[config.mk]
export PLATFORM = sky130hd
export DESIGN_NAME = adder_arbiter
export DESIGN_NICKNAME = d
export VERILOG_FILES = /design/src/rtl/adder_arbiter.sv
export SDC_FILE = /design/constraint.sdc
export NUM_CORES = 1
export LEC_CHECK = 0
export ABC_AREA = 1
export BUFFER_PORTS_ARGS = -buffer_cell sky130_fd_sc_hd__buf_2
export CAP_MARGIN = 40
export CORE_UTILIZATION = 35
export CTS_CLUSTER_SIZE = 40
export DETAILED_ROUTE_END_ITERATION = 12
export SLEW_MARGIN = 25
export SYNTH_ARGS = -nofsm -noshare
export SYNTH_HDL_FRONTEND = slang
export SYNTH_SLANG_ARGS = --single-unit
[constraint.sdc]
create_clock -name clk -period 2.7 [get_ports clk]
set_input_delay 0 -clock clk [delete_from_list [all_inputs] [get_ports clk]]
set_output_delay 0 -clock clk [all_outputs]
set_load 0.01 [all_outputs]
[src/rtl/adder_arbiter.sv]
// Round-robin arbiter sharing one n-bit ripple-carry adder between two requesters,
// with a one-entry registered result stage (sum, carry-out, winning requester id).
module adder_arbiter #(
   parameter int n = 4
) (
   input  logic         clk,
   input  logic         rst,
   input  logic         req0_valid,
   output logic         req0_ready,
   input  logic [n-1:0] req0_a,
   input  logic [n-1:0] req0_b,
   input  logic         req1_valid,
   output logic         req1_ready,
   input  logic [n-1:0] req1_a,
   input  logic [n-1:0] req1_b,
   output logic         res_valid,
   input  logic         res_ready,
   output logic [n-1:0] res_sum,
   output logic         res_cout,
   output logic         res_id
);

   // Handshake: a transfer happens on any port when valid && ready at a rising
   // clk edge; producers hold valid and operands stable until that edge.
   logic         last;
   logic         slot_free;
   logic         grant_any;
   logic         grant;
   logic         accept;
   logic [n-1:0] op_a;
   logic [n-1:0] op_b;
   logic [n-1:0] add_sum;
   logic         add_cout;

   assign slot_free = !res_valid || res_ready;

   // With both requesters valid the one that did not win last time goes next.
   always_comb begin
      grant_any = req0_valid || req1_valid;
      grant     = 1'b0;
      if (req0_valid && req1_valid) begin
         grant = !last;
      end else if (req1_valid) begin
         grant = 1'b1;
      end
   end

   assign req0_ready = slot_free && grant_any && !grant && !rst;
   assign req1_ready = slot_free && grant_any &&  grant && !rst;
   assign accept     = req0_ready || req1_ready;

   assign op_a = grant ? req1_a : req0_a;
   assign op_b = grant ? req1_b : req0_b;

   // Ripple-carry chain, carry-in tied to zero.
   always_comb begin : ripple
      logic c;
      add_sum = '0;
      c       = 1'b0;
      for (int i = 0; i < n; i++) begin
         add_sum[i] = op_a[i] ^ op_b[i] ^ c;
         c          = (op_a[i] & op_b[i]) | (c & (op_a[i] ^ op_b[i]));
      end
      add_cout = c;
   end

   always_ff @(posedge clk or posedge rst) begin
      if (rst) begin
         res_valid <= 1'b0;
         res_sum   <= '0;
         res_cout  <= 1'b0;
         res_id    <= 1'b0;
         last      <= 1'b1;
      end else if (accept) begin
         res_valid <= 1'b1;
         res_sum   <= add_sum;
         res_cout  <= add_cout;
         res_id    <= grant;
         last      <= grant;
      end else if (res_ready) begin
         res_valid <= 1'b0;
      end
   end

endmodule
==> results of run 1 <==
layout by cell type (no fill, tap or decap), drive strengths merged:
| master | instances |
|---|---|
| nand2 | 40 |
| dfstp | 1 |
| buf | 30 |
| dlygate4sd3 | 1 |
| mux2i | 2 |
| nand3 | 6 |
| a21oi | 2 |
| clkbuf | 4 |
| fa | 3 |
| ha | 1 |
| dfrtp | 7 |
| inv | 10 |
where the power goes:
| part | leakage (nW) | switching, W | internal, W |
|---|---|---|---|
| Combinational | 0.380 | 0.000127 | 0.0000967 |
| Clock | 0.0150 | 0.0000454 | 0.0000568 |
| Sequential | 0.0968 | 0.0000261 | 0.000166 |
metrics by stage:
step,area (um^2),power (W),util,setup slack (ns)
5_1_grt,784.5,0.0005619,0.5148,0.01292
2_1_floorplan,575.6,0.0003322,-,0.2418
6_report,784.5,0.0005179,0.5148,0.1825
3_5_place_dp,748.2,0.0004224,0.4910,0.1442
4_1_cts,784.5,0.0005299,0.5148,0.1341
3_3_place_gp,748.2,0.0004112,0.4910,0.2253
final timing paths:
kind,to,depth (start not counted),startpoint
hold reg to reg,res_id,2,res_id
max in group asynchronous,last,3,rst
setup / recovery,res_sum[3],13,last
min in group asynchronous,res_id,3,rst
setup reg to reg,res_sum[3],13,last
hold / removal,res_valid,4,res_ready
per-layer routing:
| layer | share of wire | global-route usage | up-vias |
|---|---|---|---|
| li1 | - | - | 291 |
| met1 | 0.42 | 0.1853 | 268 |
| met2 | 0.53 | 0.2954 | 18 |
| met3 | 0.042 | 0.02586 | 2 |
| met4 | 0.011 | 0.07500 | 0 |
| met5 | 0 | 0 | - |
state kept, by name (all words and copies together), names as in the netlist:
signal and count:
res_sum 4, res_cout 1, last 1, res_id 1, res_valid 1
critical path, stage by stage (launching register included):
cell	delay, ns
dfstp_2	0.55
nand2_2	0.06
nand2_4	0.08
inv_6	0.05
nand2_1	0.05
nand2_1	0.05
ha_1	0.20
fa_1	0.38
fa_1	0.39
inv_1	0.08
fa_1	0.41
inv_1	0.06
nand2_1	0.05
nand2_1	0.06
what timing repair did:
item,4_1_cts,5_1_grt
hold buffers,1,0
buffers inserted,0,0
endpoints found under the hold margin,7,0
cell families after synthesis:
kind of cell,count (synthesis),synth area share
compound gates,2,0.04349
fa+ha+maj,4,0.1261
buf+inv,10,0.07393
flops,8,0.3500
mux,2,0.03478
simple gates,46,0.3717
area by class of cell:
type,instances,area [um^2]
clock buffers,4,26.28
flip-flops and latches,8,201.4
inverters,10,42.54
multi-input cells,54,331.6
repair buffers,31,162.7
fillers,179,739.5
well taps,16,20.02
==> flow_summary.toml, run 1 <==
[yosys]
postSynthAreaPerCell_um2 = 7.994
synth_top_area_frac = 0.3043
ys.flop_type = "dfrtp_1"
async_flop_share = 1.000
yosysMostFrequentCell = "nand2_1"
synth_top_area_cell = "dfrtp_1"
syn_nets = 97
syn_area_um2 = 575.6
synth_edf_count = 0
syn_inst = 72
synth.area.top_cells = "dfrtp_1, nand2_1, fa_1, nand3_1, dfstp_2"
yosysSeqAreaShare = 0.3500
ys_seq_elements = 8
yosysUniqueCellTypes = 15
synthTopCellsByCount = "nand2_1, dfrtp_1, inv_1"
ys_warn_count = 0

[worst_setup_path]
regToRegSetupSlack_ns = 0.18
crit_path_end_kind = "flip-flop"
critPathMaxFanout = 7
path_class = "reg -> reg"
cp-start-kind = "flip-flop"
cp.arrival_ns = 2.72
cp.required_ns = 2.90

[cts]
cts_tree = "yes"
cts_resized = 0
path_clk_slew_ns = 0.06
clock_latency_ns = 0.26
htree_levels = 1
cts_buffers = 3
cts_max_path_buffers = 2
clock-sinks = 8
ctsRootBufferMaster = "clkbuf_4"

[pwr]
powerDensity_nw_per_um2 = 660.2
vdd_drop_max_mv = 0.2962
power_leakage_nw = 0.4917

[sta]
fin_tns_setup_ns = 0
timing.final.hold_violations = 0
worst-slew-pin-transition_ns = 0.3341
grt_setup_unrepaired = "false"
setup-violations-final = 0
fin_crit_sh = 0.9324
drv_slew = 0
fmax_mhz = 397.2
skew_ns = 0.009605
hold_ws_ns = 0.08383
maxSlewHeadroom = 0.7770
min_period_ns = 2.517

[floorplanning]
boundaryPins = 30
fp-row-count = 14
initial_core_util = 0.3777
die-area_um2 = 1811
core_area_um2 = 1524
die_x_um = 42.55
die_h_um = 42.55

[global_route]
grt.total_usage = 0.1634
gr-total-overflow = 0
grt_start_max_net_pins = 10
grt_pass1_vias = 558
antenna_found_initial = 0
grt_pass1_wl_um = 2208

[route]
drc = 0
drt_first_pass_iters = 4
via_per_inst = 4.707
drtAntennaViolNets = 0
routed_wl_um = 1252
routedWlPerCell_um = 10.18
num_vias = 579
drt_iter0_drc = 9

[hold_path]
hold_path.class = "in -> reg"

[run]
drv_cap = 0

[cells_and_area]
layout.cells.non_filler = 123
final_nets = 133
n_antenna_cell = 0
syn_to_final_growth_pct = 36.30
drive_gt1_frac = 0.4019

[run_status]
status = "finished, final reports clean"

[placed_design]
place_inst = 118
io_buffer_count = 29
gp_congestion = 0.7617
dp_hpwl_um = 1042
Note: power is estimated with default switching activity, not from simulation.
==> run 2: changes to the inputs <==
- CTS_BUF_LIST: unset -> sky130_fd_sc_hd__clkbuf_2
==> run 2 against run 1 <==
  * Critical path depth did not move
  * Sequential power barely moved
  * Clock power fell by 18%
  * First-iteration DRC count did not move
  * Register-to-register slack barely moved
  * Flip-flop and latch count did not move
  * Count of clock-buffer cells in the layout did not move
  * Die area did not move
  * Sequential share of layout area rose by 0.21 points
  * Fmax fell by 0.14%
  * Largest cell class unchanged
==> flow_summary.toml, run 2 (same netlist as run 1, synthesis figures left out) <==
[floorplanning]
die-area_um2 = 1811
initial_core_util = 0.3777
core_area_um2 = 1524
fp-row-count = 14
boundaryPins = 30
die_h_um = 42.55
die_x_um = 42.55

[cts]
cts_tree = "yes"
path_clk_slew_ns = 0.09
cts_setup_buffers = 0
clock-sinks = 8
cts_buffers = 3
ctsRootBufferMaster = "clkbuf_2"
cts_max_path_buffers = 2
cts_resized = 0
htree_levels = 1
clock_latency_ns = 0.24

[sta]
grt_setup_unrepaired = "false"
skew_ns = 0.01042
timing.final.hold_violations = 0
fin_tns_setup_ns = 0
maxSlewHeadroom = 0.7779
fin_crit_sh = 0.9337
fmax_mhz = 396.7
fin_ws_ns = 0.1791
min_period_ns = 2.521
hold_ws_ns = 0.1018
setup-violations-final = 0
worst-slew-pin-transition_ns = 0.3328
drv_slew = 0

[global_route]
grt.total_usage = 0.1688
gr-total-overflow = 0
antenna_found_initial = 0
grt_pass1_vias = 567
grt_start_max_net_pins = 10
grt_pass1_wl_um = 2235

[worst_setup_path]
slowest_delay_ns = 0.55
cp-start-kind = "flip-flop"
critPathMaxFanout = 7
crit_chain = "nand2_2, nand2_4, inv_6, nand2_1, nand2_1, ha_1, fa_1, fa_1, inv_1, fa_1, inv_1, nand2_1, nand2_1"
cp.arrival_ns = 2.71
crit_path_end_kind = "flip-flop"
startpoint = "last"
rr_startpoint = "last"
cp.required_ns = 2.89
path_class = "reg -> reg"
path_common_cell = "nand2_1"
critPathSlowestCell = "dfstp_2"

[pwr]
power_leakage_nw = 0.4933
powerDensity_nw_per_um2 = 641.8
vdd_drop_max_mv = 0.2957
finalPower_w = 0.0004995

[cells_and_area]
nFillCells = 178
register_area_um2 = 201.4
mostFrequentLayoutCell = "nand2_1"
regMostFlops = "res_sum"
final_area_um2 = 778.2
final_cell_mix = "nand2_1, buf_2, inv_1, dfrtp_1, nand3_1"
final_nets = 133
drive_gt1_frac = 0.4112
largest_reg_flops = 4
multi_input_area_um2 = 331.6
n_antenna_cell = 0
syn_to_final_growth_pct = 35.22

[route]
via_per_inst = 4.675
drtAntennaViolNets = 0
num_vias = 575
drc = 0
routed_wl_um = 1281
drt_iter0_drc = 9
routedWlPerCell_um = 10.41
drt_first_pass_iters = 4

[placed_design]
dp_hpwl_um = 1042
gp_congestion = 0.7617
io_buffer_count = 29
place_area_um2 = 748.2
place_ws_ns = 0.1442

[hold_path]
hold_path.class = "in -> reg"
min-delay-start = "res_ready"

[run_status]
status = "finished, final reports clean"

[run]
drv_cap = 0
## run 2: cell count changes in the layout (fill, tap and decap cells not counted)
cell      previous run  this run
clkbuf_1             1         0
clkbuf_4             3         0
clkbuf_2             0         4
## run 2: critical path, delay by kind of cell, from the launching register on
| kind | cells | cell delay (ns) |
|---|---|---|
| buffers and inverters | 3 | 0.19 |
| AND/OR/NAND/NOR | 6 | 0.35 |
| flip-flops | 1 | 0.55 |
| adder cells (fa/ha/maj) | 4 | 1.38 |
## run 2: layer usage
metal	track usage	up-vias	wire, um
met5	0	-	0
met4	0.1125	0	14
met3	0.02586	2	67
met2	0.2954	18	667
met1	0.1853	264	532
li1	-	291	-
## run 2: final timing paths
| check | endpoint | slack (ns) | cells past startpoint |
|---|---|---|---|
| max in group asynchronous | last | 2.12 | 3 |
| hold / removal | res_valid | 0.10 | 4 |
| setup reg to reg | res_sum[3] | 0.18 | 13 |
| setup / recovery | res_sum[3] | 0.18 | 13 |
| hold reg to reg | res_id | 0.48 | 2 |
| min in group asynchronous | res_id | 0.27 | 3 |
## run 2: report_power, final
group / internal, W / total, W / leakage, nW / switching, W
clock network: 0.0000394 / 0.0000836 / 0.0166 / 0.0000442
logic: 0.0000967 / 0.000224 / 0.380 / 0.000127
registers: 0.000166 / 0.000192 / 0.0968 / 0.0000263
## run 2: through the flow
step                      utilization  cells
after floorplan                     -     72
after global placement         0.4910    118
after detailed placement       0.4910    118
after CTS                      0.5107    123
after global routing           0.5107    123
final                          0.5107    123
## run 2: area by class of cell
cell class	instances	share of cell area
Tap cell	16	0.02572
Inverter	10	0.05466
Multi-Input combinational cell	54	0.4260
Timing Repair Buffer	31	0.2090
Clock buffer	4	0.02572
Sequential cell	8	0.2588
## run 2: timing repair
item | 4_1_cts | 5_1_grt
setup endpoints to repair | 0 | 0
hold buffers | 1 | 0
hold endpoints to repair | 7 | 0
==> run 3: changes to the inputs <==
- CELL_PAD_IN_SITES_DETAIL_PLACEMENT: unset -> 1
- CELL_PAD_IN_SITES_GLOBAL_PLACEMENT: unset -> 1
- CORE_UTILIZATION: 35 -> 31
- PLACE_DENSITY_LB_ADDON: unset -> 0.1
==> run 3 against run 2 <==
  * Utilization fell by 5.3 points
  * Count of clock-buffer cells in the layout did not move
  * Worst setup slack improved by 0.051 ns
  * First-iteration DRC count fell by 67%
  * Sequential power barely moved
==> flow_summary.toml, run 3 (same netlist as run 1, synthesis figures left out) <==
[run_status]
status = "finished, final reports clean"

[sta]
fin_crit_sh = 0.9147
grt_setup_unrepaired = "false"
fmax_mhz = 404.9
drv_slew = 0
maxSlewHeadroom = 0.7807
skew_ns = 0.01117
timing.final.hold_violations = 0
fin_tns_setup_ns = 0
min_period_ns = 2.470
worst-slew-pin-transition_ns = 0.3285
setup-violations-final = 0

[route]
drt_iter0_drc = 3
via_per_inst = 4.447
drc = 0
drt_first_pass_iters = 4
routedWlPerCell_um = 10.08
num_vias = 587
routed_wl_um = 1331
drtAntennaViolNets = 0

[cts]
path_clk_slew_ns = 0.09
cts_resized = 0
cts_buffers = 3
htree_levels = 1
clock-sinks = 8
ctsHoldBuffers = 1
cts_tree = "yes"
clock_latency_ns = 0.24
cts_max_path_buffers = 2
ctsRootBufferMaster = "clkbuf_2"
cts_setup_buffers = 0

[run]
drv_cap = 0

[hold_path]
hold_path.class = "in -> reg"

[global_route]
grt_pass1_vias = 571
grt.total_usage = 0.1545
antenna_found_initial = 0
grt_start_max_net_pins = 10
grt_pass1_wl_um = 2208
gr-total-overflow = 0

[worst_setup_path]
cp.arrival_ns = 2.66
cp.required_ns = 2.89
cp-start-kind = "flip-flop"
critPathMaxFanout = 7
path_class = "reg -> reg"
crit_path_end_kind = "flip-flop"
regToRegSetupSlack_ns = 0.23

[floorplanning]
die_h_um = 45.09
core_area_um2 = 1727
die_x_um = 45.09
boundaryPins = 30
initial_core_util = 0.3333
die-area_um2 = 2033
fp-row-count = 15

[pwr]
vdd_drop_max_mv = 0.3789
power_leakage_nw = 0.4933
powerDensity_nw_per_um2 = 628.8
finalPower_w = 0.0004964

[cells_and_area]
final_nets = 133
largest_reg_flops = 4
mostFrequentLayoutCell = "nand2_1"
n_antenna_cell = 0
final_cell_mix = "nand2_1, buf_2, inv_1, dfrtp_1, nand3_1"
syn_to_final_growth_pct = 37.17
drive_gt1_frac = 0.4112
regMostFlops = "res_sum"

[placed_design]
dp_hpwl_um = 1086
gp_congestion = 0.6859
io_buffer_count = 29
==> run 3: cell counts in the layout (fill, tap and decap cells not counted) <==
Identical to the previous run, type by type.
==> run 3: final timing paths <==
check | startpoint | endpoint | cells after the start
worst max register to register | last | res_sum[3] | 13
worst min register to register | res_id | res_id | 2
max in group asynchronous | rst | last | 3
worst min-delay path | res_ready | res_valid | 4
worst max-delay path | last | res_sum[3] | 13
min in group asynchronous | rst | res_sum[1] | 3
==> run 3: routing by layer <==
layer | part of all wire | wire length, um | global-route usage
met5 | 0 | 0 | 0
met3 | 0.056 | 74 | 0.06000
met1 | 0.43 | 574 | 0.1768
met4 | 0 | 0 | 0.03636
met2 | 0.51 | 682 | 0.2696
==> run 3: where the power goes <==
group          switching (W)  total [W]  leakage (nW)  internal (W)
sequential         0.0000279   0.000194        0.0968      0.000166
clock              0.0000446  0.0000840        0.0166     0.0000394
combinational       0.000124   0.000219         0.380     0.0000945
total               0.000197   0.000496         0.493      0.000300
==> run 3: cell type report <==
cell class                      count  area, um^2
Clock buffer                        4       20.02
Fill cell                         243       937.1
Inverter                           10       42.54
Multi-Input combinational cell     54       331.6
Sequential cell                     8       201.4
Tap cell                           25       31.28
Timing Repair Buffer               31       162.7
==> run 3: per-stage QoR <==
stage          worst slack [ns]    util  cell area [um^2]  hold WS, ns  cells
6_report                 0.2303  0.4572             789.5       0.1142    132
5_1_grt                 0.09188  0.4572             789.5       0.1240    132
4_1_cts                  0.1923  0.4572             789.5       0.1130    132
3_5_place_dp             0.2038  0.4399             759.5   -0.0005686    127
3_3_place_gp             0.2055  0.4399             759.5    -0.001020    127
2_1_floorplan            0.2418       -             575.6      -0.1769     72
==> run 3: worst max-delay path, stage by stage (launching register included) <==
cell     delay (ns)
dfstp_2        0.56
nand2_2        0.06
nand2_4        0.08
inv_6          0.05
nand2_1        0.05
nand2_1        0.05
ha_1           0.20
fa_1           0.37
fa_1           0.36
inv_1          0.07
fa_1           0.40
inv_1          0.06
nand2_1        0.05
nand2_1        0.06
